File: src/rtl/pipelined_cla_addsub.sv
// Pipelined carry-lookahead adder/subtractor, one WIDTH/STAGES slice per stage.
// Valid/ready stream with bubble-collapsing stages and optional signed saturation.
module pipelined_cla_addsub #(
  parameter int WIDTH  = 32,
  parameter int STAGES = 2
) (
  input  logic             clk,
  input  logic             reset,
  input  logic             in_valid,
  output logic             in_ready,
  input  logic [WIDTH-1:0] in_a,
  input  logic [WIDTH-1:0] in_b,
  input  logic             in_cin,
  input  logic             in_sub,
  input  logic             in_sat,
  output logic             out_valid,
  input  logic             out_ready,
  output logic [WIDTH-1:0] out_sum,
  output logic             out_cout,
  output logic             out_ovf,
  output logic             out_zero
);

  localparam int S = WIDTH / STAGES;

  // Returns {carry out, sum} of one slice built from 4-bit lookahead groups.
  function automatic logic [S:0] cla_slice(
    input logic [S-1:0] a,
    input logic [S-1:0] b,
    input logic         ci
  );
    logic [S-1:0] p;
    logic [S-1:0] g;
    logic [S:0]   c;
    logic         gg;
    logic         pp;
    p = a ^ b;
    g = a & b;
    c = '0;
    c[0] = ci;
    for (int j = 0; j < S; j += 4) begin
      c[j+1] = g[j] | (p[j] & c[j]);
      c[j+2] = g[j+1] | (p[j+1] & g[j])
             | (p[j+1] & p[j] & c[j]);
      c[j+3] = g[j+2] | (p[j+2] & g[j+1])
             | (p[j+2] & p[j+1] & g[j])
             | (p[j+2] & p[j+1] & p[j] & c[j]);
      gg = g[j+3] | (p[j+3] & g[j+2])
         | (p[j+3] & p[j+2] & g[j+1])
         | (p[j+3] & p[j+2] & p[j+1] & g[j]);
      pp = p[j+3] & p[j+2] & p[j+1] & p[j];
      c[j+4] = gg | (pp & c[j]);
    end
    return {c[S], p ^ c[S-1:0]};
  endfunction

  logic             v_in  [STAGES];
  logic [WIDTH-1:0] a_in  [STAGES];
  logic [WIDTH-1:0] b_in  [STAGES];
  logic [WIDTH-1:0] s_in  [STAGES];
  logic             c_in  [STAGES];
  logic             t_in  [STAGES];

  logic             v_q   [STAGES];
  logic [WIDTH-1:0] a_q   [STAGES];
  logic [WIDTH-1:0] b_q   [STAGES];
  logic [WIDTH-1:0] s_q   [STAGES];
  logic             c_q   [STAGES];
  logic             t_q   [STAGES];

  logic             ovf_q;
  logic             zero_q;
  logic [STAGES:0]  rdy;

  // A stage may load when it is empty or everything after it can move.
  always_comb begin
    rdy = '0;
    rdy[STAGES] = out_ready;
    for (int k = STAGES - 1; k >= 0; k--) begin
      rdy[k] = !v_q[k] || rdy[k+1];
    end
  end

  for (genvar k = 0; k < STAGES; k++) begin : g_stage
    logic [S:0]       r;
    logic [WIDTH-1:0] s_nxt;
    logic [WIDTH-1:0] s_ld;

    if (k == 0) begin : g_first
      assign v_in[0] = in_valid;
      assign a_in[0] = in_a;
      assign b_in[0] = in_sub ? ~in_b : in_b;
      assign c_in[0] = in_cin ^ in_sub;
      assign t_in[0] = in_sat;
      assign s_in[0] = '0;
    end else begin : g_next
      assign v_in[k] = v_q[k-1];
      assign a_in[k] = a_q[k-1];
      assign b_in[k] = b_q[k-1];
      assign c_in[k] = c_q[k-1];
      assign t_in[k] = t_q[k-1];
      assign s_in[k] = s_q[k-1];
    end

    assign r = cla_slice(a_in[k][k*S +: S],
                         b_in[k][k*S +: S],
                         c_in[k]);

    always_comb begin
      s_nxt = s_in[k];
      s_nxt[k*S +: S] = r[S-1:0];
    end

    if (k == STAGES - 1) begin : g_last
      logic cmsb;
      logic ovf;
      // Carry into the MSB recovered from sum = a ^ b ^ c.
      assign cmsb = r[S-1] ^ a_in[k][WIDTH-1]
                  ^ b_in[k][WIDTH-1];
      assign ovf = cmsb ^ r[S];

      always_comb begin
        s_ld = s_nxt;
        if (t_in[k] && ovf) begin
          s_ld = s_nxt[WIDTH-1]
               ? {1'b0, {(WIDTH-1){1'b1}}}
               : {1'b1, {(WIDTH-1){1'b0}}};
        end
      end

      always_ff @(posedge clk or posedge reset) begin
        if (reset) begin
          ovf_q  <= 1'b0;
          zero_q <= 1'b0;
        end else if (rdy[k] && v_in[k]) begin
          ovf_q  <= ovf;
          zero_q <= (s_ld == '0);
        end
      end
    end else begin : g_mid
      assign s_ld = s_nxt;
    end

    always_ff @(posedge clk or posedge reset) begin
      if (reset) begin
        v_q[k] <= 1'b0;
        a_q[k] <= '0;
        b_q[k] <= '0;
        s_q[k] <= '0;
        c_q[k] <= 1'b0;
        t_q[k] <= 1'b0;
      end else if (rdy[k]) begin
        v_q[k] <= v_in[k];
        if (v_in[k]) begin
          a_q[k] <= a_in[k];
          b_q[k] <= b_in[k];
          s_q[k] <= s_ld;
          c_q[k] <= r[S];
          t_q[k] <= t_in[k];
        end
      end
    end
  end

  assign in_ready  = rdy[0];
  assign out_valid = v_q[STAGES-1];
  assign out_sum   = s_q[STAGES-1];
  assign out_cout  = c_q[STAGES-1];
  assign out_ovf   = ovf_q;
  assign out_zero  = zero_q;

endmodule

File: config.mk
export PLATFORM = sky130hd
export DESIGN_NAME = pipelined_cla_addsub
export DESIGN_NICKNAME = d
export VERILOG_FILES = /design/src/rtl/pipelined_cla_addsub.sv
export SDC_FILE = /design/constraint.sdc
export NUM_CORES = 1
export LEC_CHECK = 0
export CORE_UTILIZATION = 55
export DETAILED_ROUTE_END_ITERATION = 16
export PLACE_DENSITY_LB_ADDON = 0.15
export SYNTH_ARGS = -nofsm -noshare
export SYNTH_HDL_FRONTEND = slang
export SYNTH_SLANG_ARGS = --single-unit
File: constraint.sdc
create_clock -name clk -period 8.6 [get_ports clk]
set_input_delay 2.58 -clock clk [delete_from_list [all_inputs] [get_ports clk]]
set_output_delay 2.58 -clock clk [all_outputs]
set_load 0.05 [all_outputs]
# After elaboration in Yosys (flattened, before gate mapping)
# Cells that the tools add are included.
dict set report totals {
  latchBits 0
  mem_count 0
  mem_bits_ro 0
  ram_bits 0
  register_bits 119
}
dict set report op_classes {
  n_bitwise 219
  muxes 3
  magnitude_cmp 0
  div 0
  n_reduce_logical 9
  shift 0
  add_sub_neg 0
  mul 0
  n_eq_ne 0
}
# op n
set ops {}
lappend ops {{$and A1 B1 Y1} 128}
lappend ops {{$mux W32} 3}
lappend ops {{$or A1 B1 Y1} 80}
lappend ops {{$xor A16 B16 Y16} 4}
lappend ops {{$and A16 B16 Y16} 2}
lappend ops {{$logic_not A32 Y1} 1}
lappend ops {{$not A32 Y32} 1}
lappend ops {{$reduce_and A2 Y1} 2}
lappend ops {{$xor A1 B1 Y1} 4}
lappend ops {{$logic_and A1 B1 Y1} 2}
lappend ops {{$logic_not A1 Y1} 2}
lappend ops {{$logic_or A1 B1 Y1} 2}

# Logic depth before layout (Yosys ltp)
dict set report logic_depth {
  depth_word 19
  mapped_depth 13
  ltp_nobuf 13
}

# Worst setup path before layout
# Ideal clock, no wire load.
dict set report synth_timing {
  path_kind {input to output}
  startpoint {in out_ready}
  endpoint {out in_ready}
  t_arrival_ns 3.084
  setup_slack_ns 2.936
  path_stages 1
  cell_sequence {nand3b_1}
}
dict set report synth_via {
  elab_chain_len 2
}
# element line
set synth_lines {}
lappend synth_lines {{start: declaration} 17} ;# input logic out_ready,
lappend synth_lines {{$logic_or A1 B1 Y1 (2 in series)} 80} ;# rdy[k] = !v_q[k] || rdy[k+1];
lappend synth_lines {{end: declaration} 10} ;# output logic in_ready,
# Every way passes these cells.

# Worst setup path in the final report
# Same ends and word-level chain as after synthesis.

==> flow_summary.ini <==
[clocking]
postCtsResizedCells = 0
cts_root_buffer = clkbuf_8
post_cts_buffers = 0
clkTransAtPathRegs_ns = 0.09
h-tree-depth = 3
clock_latency_ns = 0.37
cts_max_path_buffers = 2
cts.sinks = 87
hold_buffers = 0
cts_buffers = 9
tritoncts = done

[sta]
relSlewSlack = 0.264
fmax_mhz = 150
drv_slew = 0
clock_skew_ns = 0.0128
setup_viol = 0
rsz0062_at_grt = no
tightest_slew_ns = 1.10
fin_crit_ns = 6.65
fin_ws_ns = 1.95
tns_ns = 0
finalCritPeriodShare = 0.773
final_hold_viol_count = 0

[worst_setup_path]
crit_path_max_fanout = 4
cp-end-kind = output port
crit_family = buffers and inverters
r2r-end = out_zero
ff2ff_setup_slack_ns = 4.80
cp_cell_sequence = clkdlybuf4s50_1 > nand3b_1 > clkdlybuf4s50_1
cp.arrival_ns = 4.07
required_ns = 6.02
cpPeakStageDelay_ns = 0.84
r2r-start = a_in[16]
path_class = primary input to output port
critPathBufInv = 2
ff2ff_path_depth = 13
worst_path_most_repeated_cell = clkdlybuf4s50_1
crit_slowest_cell = clkdlybuf4s50_1
startpoint_type = primary input

[placement]
port_buffers = 107
place_inst = 753
gp_congestion = 0.932
dp_hpwl_um = 8940
dpl_worst_slack_ns = 1.96

[finish]
nets = 746
regArea_um2 = 2180
fin_cells = 769
fillCellCount = 711
final_util = 0.714
multi_input_area_um2 = 2860
layout-drive-gt1-share = 0.0844
syn_to_final_growth_pct = 25.0
diodes = 0

[global_routing]
grt.total_usage = 0.264
grt_max_degree = 88
antenna_found_initial = 0
grt_pass1_wl_um = 20700
grt_pass1_vias = 4298
grt-ovfl-total = 0

[floorplan]
dieArea_um2 = 10100
coreArea_um2 = 9330
num_io_pins = 108
die_w_um = 100
fp-row-count = 35
die_h_um = 100
start_util = 0.571

[route]
drtPass1Iterations = 4
routed_wl_um = 12300
drc_errors = 0
ant_nets = 0
avgRoutedWirePerCell_um = 15.9
vias = 4265
avgViaCountPerCell = 5.55
drt-initial-drc-count = 307

[run]
maxCapViolCount = 0

[yosys]
post_synth.cell_area_avg_um2 = 9.88
ys_types = 62
synth_edf_count = 0
ys_ff_latch = 87
synthCells = 539
synth_ff_type = dfrtp_1
syn_nets = 650
synth_area_um2 = 5330
postSynth.asyncResetShare = 1.00
ys_seq_area_frac = 0.409
yosys_warnings = 0

[worst_hold_path]
worstHoldStart = b_in[17]
hold_path_depth = 2
worstHoldPathType = register to register
holdPathEnd = b_in[17]

[pwr]
p_leak_nw = 2.89
p_total_mw = 1.94
p_per_area_nw_per_um2 = 291
ir_drop_v = 0.000147

[status]
status = complete, no violations
[cell families after synthesis]
family,synth area share
AOI/OAI and AO/OA,0.169
xor gates and xnor gates,0.0952
adders and majority gates,0.105
buffers and inverters,0.0552
DFF,0.409
muxes,0.0378
and+or+nand+nor,0.129
[flip-flops by register name, summed over array words and instances, names as in the netlist]
| signal | flops |
|---|---|
| t_in | 1 |
| b_in | 16 |
| out_zero | 1 |
| v_in | 1 |
| out_valid | 1 |
| c_in | 1 |
| a_in | 16 |
| g_stage.s_nxt | 16 |
| out_cout | 1 |
| out_sum | 32 |
| out_ovf | 1 |
[metal layers]
layer  part of all wire  up-vias  GRT usage  wire (um)
li1                   -     2082          -          -
met1               0.45     1988      0.368       5520
met2               0.46      173      0.416       5690
met3              0.067       22     0.0487        818
met4              0.018        0     0.0903        224
met5                  0        -          0          0
[worst register-to-register path: stages (launching register included)]
cell and delay, ns:
dfrtp_1 0.41, ha_1 0.32, a211oi_1 0.40, o21bai_2 0.17
a211oi_2 0.39, inv_1 0.11, fa_1 0.53, nor4b_1 0.37
nand4_1 0.14, nor3_1 0.24, nand3_1 0.10, a21oi_1 0.16
and4bb_2 0.26, a22o_1 0.13
[area by class of cell]
class / count / share of cell area
tap: 129 / 0.0242
clock inverter: 7 / 0.0116
clock buffer: 9 / 0.0186
multi-input combinational: 384 / 0.430
sequential: 87 / 0.327
inverter: 41 / 0.0233
timing repair buffer: 112 / 0.166
[Yosys cell counts (7+ instances only)]
cell,instances,share of area
dfrtp_1,87,0.41
nand2_1,45,0.032
inv_1,41,0.029
o21ai_0,36,0.034
nor3_1,34,0.032
ha_1,32,0.075
xnor2_1,29,0.048
o22a_1,28,0.046
xor2_1,27,0.044
nor2_1,23,0.016
a21oi_1,18,0.017
mux2_2,17,0.036
clkbuf_1,12,0.0085
nand3_1,9,0.0085
fa_1,8,0.030
buf_1,7,0.0049
[worst max-delay path by stage]
| stage | from | to | cells after the start |
|---|---|---|---|
| floorplan | out_ready | in_ready | 1 |
| global route | out_ready | in_ready | 3 |
| global placement | out_ready | in_ready | 3 |
| detailed placement | out_ready | in_ready | 3 |
| CTS | out_ready | in_ready | 3 |
| finish | out_ready | in_ready | 3 |
[placed cells by master, fill, tap and decap left out, types with 4 or more instances in the layout]
master           synthesis  final
nor3_1                  34     34
nand2_1                 45     44
mux2_2                  17     17
fa_1                     8      8
xnor2_1                 29     29
o21a_1                   5      5
a21oi_1                 18     17
nor2_1                  23     23
xor2_1                  27     27
o22a_1                  28     28
clkdlybuf4s50_1          0    106
nand3_1                  9      9
a21o_1                   6      6
inv_1                   41     40
clkbuf_8                 0      9
dfrtp_1                 87     87
o21ai_0                 36     36
o31ai_1                  4      4
buf_4                    1      5
ha_1                    32     32
nor4_1                   6      6
a211oi_1                 4      4
[where the power goes]
part,total (mW),leakage [nW],internal [mW],switching [mW]
sequential,0.620,1.02,0.530,0.0899
combinational,1.02,1.76,0.401,0.621
clock,0.297,0.101,0.137,0.160
total,1.94,2.89,1.07,0.871
[stage by stage]
stage                     instance area [um2]  hold slack (ns)
final                                    6660            0.491
after global routing                     6660            0.516
after CTS                                6660            0.498
after detailed placement                 6460            0.476
after global placement                   6460            0.468
after floorplan                          5330            0.454
No activity file was read; power rests on OpenSTA's default activity.
